[config.mk]
export PLATFORM = sky130hd
export DESIGN_NAME = dff_reg
export DESIGN_NICKNAME = d
export VERILOG_FILES = /design/src/rtl/dff_reg.sv
export SDC_FILE = /design/constraint.sdc
export NUM_CORES = 1
export LEC_CHECK = 0
export BUFFER_PORTS_ARGS = -buffer_cell sky130_fd_sc_hd__buf_2
export CAP_MARGIN = 20
export CORE_MARGIN = 10
export CORE_UTILIZATION = 32
export DETAILED_ROUTE_END_ITERATION = 8
export GPL_TIMING_DRIVEN = 0
export SYNTH_ARGS = -nofsm -noshare
export SYNTH_HDL_FRONTEND = slang
export SYNTH_SLANG_ARGS = --single-unit
export TNS_END_PERCENT = 30
[constraint.sdc]
create_clock -name clock -period 0.8 [get_ports clock]
set_input_delay 0.12 -clock clock [delete_from_list [all_inputs] [get_ports clock]]
set_output_delay 0.12 -clock clock [all_outputs]
set_load 0.1 [all_outputs]
[src/rtl/dff_reg.sv]
// Parameterised-width D register with clock enable and synchronous active-high reset.
// Basic storage element for grok80 datapath and control registers; one cycle of latency.
module dff_reg #(
   parameter int unsigned          WIDTH       = 16,
   parameter logic [WIDTH-1:0]     RESET_VALUE = '0
) (
   input  logic             clock,
   input  logic             async_reset,
   input  logic             enable,
   input  logic [WIDTH-1:0] d,
   output logic [WIDTH-1:0] q
);

   // Reset is sampled only on the clock edge despite the legacy port name; reset beats enable.
   always_ff @(posedge clock) begin
      if (async_reset) begin
         q <= RESET_VALUE;
      end else if (enable) begin
         q <= d;
      end
   end

endmodule

# --- Word level (Yosys, flattened, before mapping) ---
# Cells that the tools add are included.
word_totals:
  register_bits: 16
  out_inout_bits: 16
  wordCells: 1

# --- Logic depth before layout (Yosys ltp) ---
logic_depth:
  word_depth: 0
  depth_mapped: 4
  depth_no_buf: 2

# --- Worst setup path after synthesis ---
# No wires, ideal clock.
synth_timing:
  kind: "register to register"
  from: "register q[0] (netlist name)"
  to: "register q[0]"
  required_ns: 0.733
  stages_incl_launch_ff: 3
  path_slack_ns: -0.440
  t_arrival_ns: 1.173
  period_less_slack_ns: 1.240
  path_cell_list: "dfxtp_1 mux2i_1 nor2_1"
synth_lines:
  columns: ["item", "line", "rtl"]
  rows:
  - ["to (signal assigned)", "17", "q <= RESET_VALUE;"]
  - ["to (signal assigned)", "19", "q <= d;"]
  - ["to (decl)", "11", "output logic [WIDTH-1:0] q"]

# --- Worst setup path in the final report ---
layout_timing:
  from: "register q[9]"
  to: "output q[9]"
# No word-level cell between the ends.

==> flow_metrics.py <==
metrics = {
    "floorplan": {
        "initial_utilization": 0.3362,
        "row_count": 15,
        "dieWidth_um": 62.60,
        "dieArea_um2": 3918,
        "coreArea_um2": 1727,
        "die_y_um": 62.60,
        "ios": 35,
    },
    "worst_hold_path": {
        "min_to": "q[10]",
        "hold_start": "d[10]",
        "hp-class": "in2reg",
        "whs_path_depth": 3,
    },
    "clock_network": {
        "cts_htree_levels": 1,
        "cts-root-buf": "clkbuf_4",
        "tritoncts": "done",
        "cts_sinks": 16,
        "clock_path_buffers": 2,
        "post_cts_buffers": 0,
        "path_clk_slew_ns": 0.09,
        "numCtsBuffers": 3,
        "worst_skew_pair.late_latency_ns": 0.28,
    },
    "timing": {
        "tightest_slew_ns": 0.2846,
        "max_freq_mhz": 1053,
        "grt_setup_unrepaired": "true",
        "setup_viol": 16,
        "finalSetupTns_ns": -2.251,
        "slew_viol_final": 0,
        "setup_slack_ns": -0.1499,
        "period_needed_ns": 0.9499,
        "fin_crit_sh": 1.187,
        "fin_skew_ns": 0,
        "relSlewSlack": 0.8103,
        "hold_viol_final": 0,
    },
    "grt": {
        "grt_pass1_vias": 540,
        "grt_first_pass_wirelength_mm": 2.649,
        "grt_use_total": 0.08457,
        "antenna_found_initial": 0,
        "grt.overflow.total": 0,
        "grt_max_degree": 11,
    },
    "logic_synthesis": {
        "synth.distinct_cells": 7,
        "synth_area_um2": 580.6,
        "syn_area_per_cell_um2": 11.16,
        "synth_nets": 71,
        "ys_ff_latch": 16,
        "synthCells": 52,
        "seq_area_frac_synth": 0.5517,
        "ys_warn_count": 0,
    },
    "critical_path": {
        "start_kind": "flop",
        "rr_startpoint": "q[2]",
        "cp_max_fo": 2,
        "arrival_ns": 0.83,
        "crit_type": "reg2out",
        "cpPeakStageDelay_ns": 0.36,
        "rr_worst_depth": 2,
        "worst-path-buf-inv": 1,
        "crit_slowest_cell": "dfxtp_2",
        "crit_required_ns": 0.68,
        "cpLargestDelayFamily": "flip-flops",
        "endpoint_kind": "output pin",
        "reg2reg_slack_ns": 0.13,
        "critPathLaunch": "q[9]",
        "crit_chain": "buf_12",
        "timing.rr.end": "q[2]",
    },
    "route": {
        "wirelength_mm": 1.548,
        "first_pass_iters": 4,
        "dr_total_vias": 489,
        "drtIter0Drc": 5,
        "via_per_inst": 4.327,
        "routedWlPerCell_um": 13.70,
        "ant_nets": 0,
        "drc": 0,
    },
    "placement": {
        "io_buffers": 32,
        "gp_congestion": 0.6476,
    },
    "cells_and_area": {
        "largest_reg_flops": 16,
        "nNetsFinal": 108,
        "reg.largest.list": "q x16",
        "n_antenna_cell": 0,
        "drive_above_1_share": 0.6250,
        "syn_to_final_growth_pct": 87.93,
        "regMostFlops": "q",
    },
    "power": {
        "leakage_nw": 0.5053,
        "ir_drop_uv": 1303,
        "power_density_nw_per_um2": 1939,
        "finalPower_mw": 2.116,
    },
    "job": {
        "drv_cap": 0,
    },
    "status": {
        "status": "finished, violations left",
        "violations": "setup timing",
    },
}
-- kinds of logic after synthesis --
kind of cell	synth area share
simple gates	0.1035
buf+inv	0.06895
flops	0.5517
mux	0.2759
-- cell usage after synthesis --
cell	instances	area, um2
buf_2	1	5.000
buf_12	1	20.02
buf_1	1	3.750
dfxtp_1	16	320.3
buf_6	1	11.26
mux2i_1	16	160.2
nor2_1	16	60.06
-- how the worst max path moves through the flow --
stage	to	slack, ns	cells after the start
CTS	q[9]	-0.16	1
global placement	q[0]	-0.06	1
floorplan	q[3]	-0.12	2
detailed placement	q[0]	-0.06	1
global route	q[7]	-0.19	1
finish	q[9]	-0.15	1
-- layout by cell type (no fill, tap or decap) --
| cell type | Yosys | final |
|---|---|---|
| dfxtp_4 | 0 | 9 |
| buf_1 | 1 | 1 |
| buf_6 | 1 | 1 |
| mux2i_1 | 16 | 16 |
| clkbuf_4 | 0 | 3 |
| nor2_1 | 16 | 16 |
| buf_2 | 1 | 17 |
| buf_12 | 1 | 17 |
| dfxtp_2 | 0 | 7 |
| clkbuf_8 | 0 | 1 |
-- per-layer routing --
layer  global-route usage  wire [um]
met1              0.08511        565
met2               0.1449        872
met3              0.03226         84
met4              0.05028         25
met5                    0          0
-- final cells by class --
type                            instances  area (um2)
Fill cell                             163       635.6
Timing Repair Buffer                   32       400.4
Sequential cell                        16       362.8
Multi-Input combinational cell         32       220.2
Buffer                                  4       40.04
Clock buffer                            4       36.28
Tap cell                               25       31.28
-- stage by stage --
step,setup WS (ns),utilization,cells,hold slack (ns),cell area (um2)
6_report,-0.1499,0.6319,113,0.06115,1091
4_1_cts,-0.1589,0.6319,113,0.05769,1091
2_1_floorplan,-0.1218,-,52,0.2659,623.1
3_5_place_dp,-0.06317,0.4717,109,0.3609,814.5
3_3_place_gp,-0.05948,0.4717,109,0.3556,814.5
5_1_grt,-0.1898,0.6319,113,0.06441,1091
-- power breakdown --
| part | leakage, nW | switching [mW] | internal (mW) |
|---|---|---|---|
| Clock | 0.0210 | 0.250 | 0.277 |
| Combinational | 0.344 | 0.435 | 0.268 |
| Sequential | 0.141 | 0.0480 | 0.838 |
| Total | 0.505 | 0.733 | 1.38 |
-- what timing repair did --
| action | CTS | global route |
|---|---|---|
| hold buffers | 0 | 0 |
| endpoints found under the setup margin | 16 | 16 |
| resized for setup | 64 | 0 |
| cloned | 0 | 0 |
(Power assumes the default switching activity.)
